===== src/rtl/nibble_serial_adder_if.sv =====
// nibble_serial_adder_if
//   Operand/result handshake bundle for nibble_serial_adder.
//   Parameter NIBBLES sets the operand width W = 4*NIBBLES.
//   Signals:
//     in_valid  / in_ready   operand handshake (issuer -> adder)
//     a, b, subtract         operands and op select, sampled on accept
//     out_valid / out_ready  result handshake (adder -> writeback)
//     result                 W-bit sum or difference
//     carryout, overflow, zero  result flags
//   Modports: master = operand issuer / result consumer, slave = the adder.
interface nibble_serial_adder_if #(
  parameter int NIBBLES = 4
);
  localparam int W = 4 * NIBBLES;

  logic         in_valid;
  logic         in_ready;
  logic [W-1:0] a;
  logic [W-1:0] b;
  logic         subtract;
  logic         out_valid;
  logic         out_ready;
  logic [W-1:0] result;
  logic         carryout;
  logic         overflow;
  logic         zero;

  modport master (
    output in_valid, a, b, subtract, out_ready,
    input  in_ready, out_valid, result, carryout, overflow, zero
  );

  modport slave (
    input  in_valid, a, b, subtract, out_ready,
    output in_ready, out_valid, result, carryout, overflow, zero
  );
endinterface


===== src/rtl/nibble_serial_adder.sv =====
// nibble_serial_adder
//   Multi-cycle W-bit add/subtract built from one 4-bit ripple slice.
//   Operands are accepted in IDLE, then one nibble (LS first) is processed
//   per clock in RUN with the carry held in a register; DONE presents the
//   result and flags until the consumer takes them.
//   Ports:
//     clk    rising-edge clock
//     rst_n  synchronous active-low reset
//     bus    nibble_serial_adder_if.slave (operand and result handshakes)
//   Optional feature macro: ALU_SAT_EN
//     defined   -> on signed overflow the result saturates to the signed limit
//     undefined -> result wraps modulo 2^W, no saturation logic
module nibble_serial_adder #(
  parameter int NIBBLES = 4
) (
  input logic                  clk,
  input logic                  rst_n,
  nibble_serial_adder_if.slave bus
);
  localparam int W  = 4 * NIBBLES;
  localparam int CW = (NIBBLES > 1) ? $clog2(NIBBLES) : 1;

  localparam logic [1:0] S_IDLE = 2'd0;
  localparam logic [1:0] S_RUN  = 2'd1;
  localparam logic [1:0] S_DONE = 2'd2;

  localparam logic [CW-1:0] LAST_NIBBLE = CW'(NIBBLES - 1);

  logic [1:0]    r_state;
  logic [W-1:0]  r_a;
  logic [W-1:0]  r_b;
  logic [CW-1:0] r_cnt;
  logic          r_carry;
  logic [W-1:0]  r_result;
  logic          r_carryout;
  logic          r_overflow;
  logic          r_zero;

  logic [3:0]    w_nibA;
  logic [3:0]    w_nibB;
  logic [4:0]    w_sum;
  logic [W-1:0]  w_nextResult;
  logic [W-1:0]  w_finalResult;
  logic          w_overflow;
  logic          w_last;

  // r_b already holds b inverted for subtract and r_carry starts at 1, so
  // the slice is always a plain add: a + ~b + 1 = a - b.
  always_comb begin
    w_nibA       = r_a[{r_cnt, 2'b00} +: 4];
    w_nibB       = r_b[{r_cnt, 2'b00} +: 4];
    w_sum        = {1'b0, w_nibA} + {1'b0, w_nibB} + {4'b0000, r_carry};
    w_nextResult = r_result;
    w_nextResult[{r_cnt, 2'b00} +: 4] = w_sum[3:0];
    w_last       = (r_cnt == LAST_NIBBLE);
    // Only meaningful on the last nibble, when w_nextResult is complete.
    w_overflow   = (r_a[W-1] == r_b[W-1]) && (w_nextResult[W-1] != r_a[W-1]);
`ifdef ALU_SAT_EN
    if (w_overflow) begin
      w_finalResult = r_a[W-1] ? {1'b1, {(W-1){1'b0}}} : {1'b0, {(W-1){1'b1}}};
    end else begin
      w_finalResult = w_nextResult;
    end
`else
    w_finalResult = w_nextResult;
`endif
  end

  always_ff @(posedge clk) begin
    if (!rst_n) begin
      r_state    <= S_IDLE;
      r_a        <= '0;
      r_b        <= '0;
      r_cnt      <= '0;
      r_carry    <= 1'b0;
      r_result   <= '0;
      r_carryout <= 1'b0;
      r_overflow <= 1'b0;
      r_zero     <= 1'b0;
    end else begin
      case (r_state)
        S_IDLE: begin
          if (bus.in_valid) begin
            r_a     <= bus.a;
            r_b     <= bus.b ^ {W{bus.subtract}};
            r_carry <= bus.subtract;
            r_cnt   <= '0;
            r_state <= S_RUN;
          end
        end
        S_RUN: begin
          r_carry <= w_sum[4];
          r_cnt   <= r_cnt + CW'(1);
          if (w_last) begin
            r_result   <= w_finalResult;
            r_carryout <= w_sum[4];
            r_overflow <= w_overflow;
            r_zero     <= (w_finalResult == '0);
            r_state    <= S_DONE;
          end else begin
            r_result <= w_nextResult;
          end
        end
        S_DONE: begin
          if (bus.out_ready) begin
            r_state <= S_IDLE;
          end
        end
        default: r_state <= S_IDLE;
      endcase
    end
  end

  assign bus.in_ready  = (r_state == S_IDLE);
  assign bus.out_valid = (r_state == S_DONE);
  assign bus.result    = r_result;
  assign bus.carryout  = r_carryout;
  assign bus.overflow  = r_overflow;
  assign bus.zero      = r_zero;
endmodule


===== src/flat_wrapper.sv =====
// flat-port wrapper written by rule: the top's interface ports become plain ports
module nibble_serial_adder_flat 
#(
  parameter int NIBBLES = 4
)
  (clk, rst_n, bus_in_valid, bus_a, bus_b, bus_subtract, bus_out_ready, bus_in_ready, bus_out_valid, bus_result, bus_carryout, bus_overflow, bus_zero);
  nibble_serial_adder_if #(.NIBBLES(NIBBLES)) bus_i ();
  input logic clk;
  input logic rst_n;
  input wire logic [$bits(bus_i.in_valid)-1:0] bus_in_valid;
  input wire logic [$bits(bus_i.a)-1:0] bus_a;
  input wire logic [$bits(bus_i.b)-1:0] bus_b;
  input wire logic [$bits(bus_i.subtract)-1:0] bus_subtract;
  input wire logic [$bits(bus_i.out_ready)-1:0] bus_out_ready;
  output wire logic [$bits(bus_i.in_ready)-1:0] bus_in_ready;
  output wire logic [$bits(bus_i.out_valid)-1:0] bus_out_valid;
  output wire logic [$bits(bus_i.result)-1:0] bus_result;
  output wire logic [$bits(bus_i.carryout)-1:0] bus_carryout;
  output wire logic [$bits(bus_i.overflow)-1:0] bus_overflow;
  output wire logic [$bits(bus_i.zero)-1:0] bus_zero;
  assign bus_i.in_valid = bus_in_valid;
  assign bus_i.a = bus_a;
  assign bus_i.b = bus_b;
  assign bus_i.subtract = bus_subtract;
  assign bus_i.out_ready = bus_out_ready;
  assign bus_in_ready = bus_i.in_ready;
  assign bus_out_valid = bus_i.out_valid;
  assign bus_result = bus_i.result;
  assign bus_carryout = bus_i.carryout;
  assign bus_overflow = bus_i.overflow;
  assign bus_zero = bus_i.zero;
  nibble_serial_adder #(.NIBBLES(NIBBLES)) u_core (.clk(clk), .rst_n(rst_n), .bus(bus_i));
endmodule

===== config.mk =====
export PLATFORM = sky130hd
export DESIGN_NAME = nibble_serial_adder_flat
export DESIGN_NICKNAME = d
export VERILOG_FILES = /design/src/rtl/nibble_serial_adder_if.sv /design/src/rtl/nibble_serial_adder.sv /design/src/flat_wrapper.sv
export SDC_FILE = /design/constraint.sdc
export NUM_CORES = 1
export LEC_CHECK = 0
export CAP_MARGIN = 40
export CORE_ASPECT_RATIO = 1.25
export CORE_MARGIN = 2
export CORE_UTILIZATION = 56
export CTS_CLUSTER_DIAMETER = 200
export CTS_CLUSTER_SIZE = 20
export DETAILED_ROUTE_END_ITERATION = 10
export HOLD_SLACK_MARGIN = 0.12
export PLACE_DENSITY = 0.95
export SETUP_SLACK_MARGIN = 0.2
export SYNTH_ARGS = -nofsm -noshare
export SYNTH_HDL_FRONTEND = slang
export SYNTH_SLANG_ARGS = --single-unit

===== constraint.sdc =====
create_clock -name clk -period 5.9 [get_ports clk]
set_input_delay 1.475 -clock clk [delete_from_list [all_inputs] [get_ports clk]]
set_output_delay 1.475 -clock clk [all_outputs]
set_load 0.02 [all_outputs]

==> results of run 1 <==
## final cells by class
type	instances	area [µm²]	area share (%)
sequential	56	1120	30.9
clock buffer	6	72.6	2.00
tap	62	77.6	2.14
clock inverter	2	35.0	0.965
inverter	5	18.8	0.517
timing repair buffer	60	593	16.3
multi-input combinational	233	1710	47.2
## placed cells by master, fill, tap and decap left out, drive strengths merged, types with 2 or more instances in the layout
master	Yosys	routed
o211a	20	20
nand2b	4	4
nor2b	20	20
fa	2	2
a311oi	2	2
and2	2	2
o21ai	3	3
xnor2	17	17
nor2	11	11
and3b	2	2
ha	9	9
mux4	8	8
a21oi	3	3
clkbuf	8	6
nand3	3	3
a32oi	5	5
nand4	2	2
nand2	66	66
dfxtp	56	56
clkdlybuf4s50	0	57
a22oi	6	6
buf	14	3
a31oi	3	3
o21a	3	3
and2b	2	2
nor3	5	5
a21boi	19	19
inv	5	5
## through the flow
step,cell area [µm²],std cells,utilization (%),hold WS [ps]
floorplan,2950,316,-,432
global placement,3520,416,69.3,439
detailed placement,3520,416,69.3,446
CTS,3630,424,71.5,460
global route,3630,424,71.5,478
finish,3630,424,71.5,459
## power groups by stage
stage / registers [mW] / logic [mW] / clock network [mW]
after floorplan: 0.426 / 0.126 / 0
after global placement: 0.425 / 0.181 / 0
after detailed placement: 0.427 / 0.187 / 0
after CTS: 0.418 / 0.189 / 0.253
after global routing: 0.422 / 0.205 / 0.267
final: 0.419 / 0.189 / 0.250
## how the worst min path moves through the flow
stage               slack (ps)                          end                        start  cells past startpoint
floorplan                  430  u_core.r_a[10]$_SDFFE_PN0P_  u_core.r_a[10]$_SDFFE_PN0P_                      2
global placement           440   u_core.r_a[4]$_SDFFE_PN0P_   u_core.r_a[4]$_SDFFE_PN0P_                      2
detailed placement         450  u_core.r_a[13]$_SDFFE_PN0P_  u_core.r_a[13]$_SDFFE_PN0P_                      2
CTS                        460  u_core.r_a[13]$_SDFFE_PN0P_  u_core.r_a[13]$_SDFFE_PN0P_                      2
global route               480   u_core.r_a[3]$_SDFFE_PN0P_   u_core.r_a[3]$_SDFFE_PN0P_                      2
finish                     460  u_core.r_a[11]$_SDFFE_PN0P_  u_core.r_a[11]$_SDFFE_PN0P_                      2
## per-layer routing
layer	GRT usage, %	vias to the layer above	part of all wire [%]	routed length [µm]
li1	-	1196	-	-
met1	28.2	1166	40	2630
met2	41.2	85	52	3440
met3	4.64	20	4.4	289
met4	14.1	0	3.7	243
met5	0	-	0	0
## registers in the layout, summed over array words and instances, names as in the netlist
signal and cells:
u_core.bus.carryout 1, u_core.r_carry 1, u_core.bus.overflow 1, u_core.bus.zero 1, u_core.r_cnt 2, u_core.r_state 2, u_core.r_a 16, u_core.bus.result 16
u_core.r_b 16
## cells by family (layout without fill, tap and decap cells)
logic type	after synthesis	after routing	share of synthesized area [%]
AND/OR/NAND/NOR	122	122	20.1
AO/OA/AOI/OAI	73	73	20.6
flip-flops	56	56	38.0
buffers and inverters	27	73	4.11
XOR/XNOR	18	18	5.59
adder cells (fa/ha/maj)	11	11	5.17
multiplexers	9	9	6.44
## worst register-to-register path, stage by stage, from the launching register on
cell and delay, ps:
dfxtp_1 630, buf_4 300, mux4_2 540, fa_1 400, inv_1 80, fa_1 470
nor2_1 180, a31oi_1 140, nand4_1 140, o31ai_2 70
==> run metrics, run 1 <==
DR vias/cell=5.82; crit path buf inv count=2; R2R depth=9; HPWL Detailed=4.73 mm; root buf cell=clkbuf_8; Sink Count=56; fmax=0.328 GHz; worst reg2reg path startpoint=u_core.r_cnt[0]$_SDFFE_PN0P_; status=finished clean; Hold Crit Class=reg -> reg; PD cells=236 nW/µm²; gr usage total=24.5%; leading area contributor after synthesis=dfxtp_1; largest net degree at the start of global routing=58; Max Fanout on Critical Path=12; main flop type after synthesis=dfxtp_1; CTS tree=built; Synth Instances=316; final period utilization=51.7%; die extent in y=85.2 µm; CP arrival=3250 ps; vias in the first global route=2484; final worst slack=2850 ps; width of the die=69.0 µm; switching part of the total=27.7%; first-pass GRT wire length=11.0 mm; WP depth=9; Fin Setup TNS=0 ps; Slowest Stage Delay on Critical Path=630 ps; post-synthesis sequential area ratio=38.0%; list of most frequent post-synthesis cells=nand2_1, dfxtp_1, nor2b_1, o211a_1, a21boi_1; Synth Register Bits=56; combinational share of power=22.1%; CP Launch Type=register; top-count cell post-synth=nand2_1; worst rel slew slack=40.4%; Largest delay share family, worst path=adder cells; Worst Skew=5.67 ps; H-Tree Level Count=2; initial DRC count=215; Power Internal=0.620 mW; Clk pin slew, worst setup/hold paths=100 ps; postcts setup bufs=0; Synth Warn #=0; CP Class=reg -> reg; initial antenna violation count=0; Critical Path Source=u_core.r_cnt[0]$_SDFFE_PN0P_; Slowest-stage cell, CP=dfxtp_1; post-route minimum period=3050 ps; cell chain of the critical path=buf_4 > mux4_2 > fa_1 > inv_1 > fa_1 > nor2_1 > a31oi_1 > nand4_1 > o31ai_2; Final #Nets=409; final WL=6.61 mm; CP most frequent cell=fa_1; Worst EP required=6110 ps; EDFF count, synth=0; max_cap viols=0; ys async rst share=0%; maximum vdd ir drop=0.134 mV; hold_buf cts=0; antenna cell count=0; TritonRoute pass-1 iters=4; remaining global-route overflow=0; io pins=58; Distinct cells, synth=51; CTS max path bufs=2; DR vias=2467; net switching power of the design=0.238 mW; FF-to-FF End=u_core.bus.zero$_SDFFE_PN0P_; worst skew pair latency=310 ps; Power Total=0.858 mW; Core ar.=5080 µm²; worst setup path endpoint=u_core.bus.zero$_SDFFE_PN0P_; CP endpoint kind=register; final hold vios=0; RSZ-0062 raised after global routing=no; top cell type's share of synthesized area=38.0%; DR WL/cell=15.6 µm; GP Congestion=0.969; Synth Area per Inst=9.35 µm²; initial core utilization=58.2%; I/O Buffers=57; CTS buffer count=5; Fillers=372; Lkg Pwr=1.50 nW; Rows=29; die area=5880 µm²; Synth area leaders=dfxtp_1, nand2_1, o211a_1, mux4_2, xnor2_1; register share of total power=48.8%; post_cts resized=0; final number of max-transition violations=0; Residual DRC=0; Net Count, Synth=364; Place WS=2670 ps; r2r setup slk=2850 ps; final setup fails=0; Clk pwr share=29.1%; P&R area growth vs syn=22.9%; cell area after synthesis=2950 µm²; post-route ant nets=0; Worst-Margin Slew=892 ps; share of cells above drive strength 1=7.46%
No activity file was read; power rests on OpenSTA's default activity.
==> inputs of run 2 (changes only) <==
--- a/config.mk
+++ b/config.mk
@@ -8,12 +8,12 @@
 export CAP_MARGIN = 40
 export CORE_ASPECT_RATIO = 1.25
 export CORE_MARGIN = 2
-export CORE_UTILIZATION = 56
+export CORE_UTILIZATION = 47
 export CTS_CLUSTER_DIAMETER = 200
 export CTS_CLUSTER_SIZE = 20
 export DETAILED_ROUTE_END_ITERATION = 10
 export HOLD_SLACK_MARGIN = 0.12
-export PLACE_DENSITY = 0.95
+export PLACE_DENSITY = 0.87
 export SETUP_SLACK_MARGIN = 0.2
 export SYNTH_ARGS = -nofsm -noshare
 export SYNTH_HDL_FRONTEND = slang
==> constraint.sdc (replaced) <==
create_clock -name clk -period 2.79 [get_ports clk]
set_input_delay 0.6975 -clock clk [delete_from_list [all_inputs] [get_ports clk]]
set_output_delay 0.6975 -clock clk [all_outputs]
set_load 0.02 [all_outputs]
==> run metrics, run 2 (synthesis gave the netlist of run 1 again) <==
status=finished clean; worst rel slew slack=60.6% (+20 points); Worst EP required=3040 ps (-3070 ps); Place WS=158 ps (-2510 ps); final hold vios=0 (unchanged); H-Tree Level Count=2 (unchanged); P&R area growth vs syn=27.6%; most frequent cells in the layout=nand2_1, clkdlybuf4s50_1, dfxtp_1; final period utilization=90.3% (+39 points); CP Launch Type=register; post-route minimum period=2520 ps (-530 ps); DR vias/cell=5.57 (-4.3%); Hold Crit Class=reg -> reg; gr usage total=20.0% (-4.5 points); cell chain of the critical path=mux4_2 > fa_2 > inv_1 > fa_2 > xor2_1 > nand3b_1 > nand2_1 > nand4_1 > o31ai_2; remaining global-route overflow=0 (unchanged); Slowest Stage Delay on Critical Path=530 ps (-100 ps); maximum vdd ir drop=0.244 mV (+82%); initial core utilization=48.2% (-9.9 points); PD cells=505 nW/µm² (+110%); TritonRoute pass-1 iters=5 (+1); Core ar.=6130 µm² (+21%); GP Congestion=0.938 (-3.3%); RSZ-0062 raised after global routing=no; Clk pin slew, worst setup/hold paths=100 ps (about the same); CP arrival=2770 ps (-480 ps); I/O Buffers=57 (unchanged); worst skew pair latency=320 ps (about the same); Worst-Margin Slew=590 ps (-301 ps); Lkg Pwr=1.54 nW (+2.6%); CTS buffer count=5 (unchanged); CTS max path bufs=2 (unchanged); share of cells above drive strength 1=10.4% (+2.9 points); initial DRC count=184 (-14%); final worst slack=270 ps (-2580 ps); io pins=58 (unchanged); largest net degree at the start of global routing=57 (-1.7%); CP Class=reg -> reg; vias in the first global route=2345 (-5.6%); die area=6940 µm² (+18%); Sink Count=56 (unchanged); fmax=0.397 GHz (+21%); Worst Skew=8.67 ps (+2.99 ps); final setup fails=0 (unchanged); CP endpoint kind=register; Fin Setup TNS=0 ps (unchanged); Final #Nets=414 (+1.2%); CTS tree=built; hold_buf cts=0 (unchanged); Max Fanout on Critical Path=5 (-7); HPWL Detailed=4.89 mm (+3.2%); final number of max-transition violations=0 (unchanged); root buf cell=clkbuf_8; first-pass GRT wire length=10.8 mm (-1.9%); CP most frequent cell=fa_2; max_cap viols=0 (unchanged); DR WL/cell=15.3 µm (-1.9%); Slowest-stage cell, CP=mux4_2; Layout Cells excl Fill=452 (+6.6%); DR vias=2516 (+2.0%); die extent in y=92.6 µm (+8.7%); Rows=32 (+10%); width of the die=74.9 µm (+8.6%); final WL=6.91 mm (+4.6%); antenna cell count=0 (unchanged); Residual DRC=0 (unchanged); most common cell after layout, fill and taps aside=nand2_1; placed cells=443 (+6.5%); initial antenna violation count=0 (unchanged); post-route ant nets=0 (unchanged)
## run 2: final timing paths
path | from | end | slack (ps) | depth (start not counted)
worst min-delay path | u_core.r_a[13]$_SDFFE_PN0P_ | u_core.r_a[13]$_SDFFE_PN0P_ | 460 | 2
worst max-delay path | u_core.r_cnt[0]$_SDFFE_PN0P_ | u_core.bus.zero$_SDFFE_PN0P_ | 270 | 9
worst min register to register | u_core.r_a[13]$_SDFFE_PN0P_ | u_core.r_a[13]$_SDFFE_PN0P_ | 460 | 2
worst max register to register | u_core.r_cnt[0]$_SDFFE_PN0P_ | u_core.bus.zero$_SDFFE_PN0P_ | 270 | 9
## run 2: cell type report
class	count	area, µm²
fillers	508	2360
multi-input cells	233	1760
flip-flops and latches	56	1120
repair buffers	65	638
well taps	85	106
clock buffers	7	96.3
clock inverters	1	30.0
inverters	5	18.8
## run 2: report_power, final
part	internal, mW	switching [mW]
clock network	0.317	0.270
logic	0.212	0.220
registers	0.848	0.0373
## run 2: critical path, delay by kind of cell, from the launching register on
kind / cells / cell delay [ps]
xor gates and xnor gates: 1 / 270
buffers and inverters: 1 / 100
muxes: 1 / 530
DFF: 1 / 400
AOI/OAI and AO/OA: 1 / 180
adders and majority gates: 2 / 600
and+or+nand+nor: 3 / 380
## run 2: through the flow
stage / hold slack (ps) / area, µm² / power [mW] / util, %
floorplan: 432 / 2980 / 1.17 / -
global placement: 443 / 3590 / 1.29 / 58.6
detailed placement: 449 / 3590 / 1.31 / 58.6
CTS: 463 / 3720 / 1.88 / 60.8
global route: 479 / 3770 / 1.97 / 61.5
finish: 461 / 3770 / 1.90 / 61.5
## run 2: what timing repair did
action | CTS | global route
pin swaps | 0 | 1
buffers inserted | 0 | 1
gates resized for setup | 2 | 6
endpoints found under the setup margin | 3 | 6
cloned | 0 | 0
## run 2: layer usage
layer	routed length, µm	up-vias	track usage, %
li1	-	1204	-
met2	3600	107	32.9
met5	0	-	0
met3	348	17	5.01
met4	146	0	7.89
met1	2810	1188	24.4
==> inputs of run 3 (changes only) <==
--- a/config.mk
+++ b/config.mk
@@ -12,7 +12,7 @@
 export CTS_CLUSTER_DIAMETER = 200
 export CTS_CLUSTER_SIZE = 20
 export DETAILED_ROUTE_END_ITERATION = 10
-export HOLD_SLACK_MARGIN = 0.12
+export HOLD_SLACK_MARGIN = 0.06
 export PLACE_DENSITY = 0.87
 export SETUP_SLACK_MARGIN = 0.2
 export SYNTH_ARGS = -nofsm -noshare
==> results of run 3 <==
Final layout, timing and power as in run 2 (identical DEF).
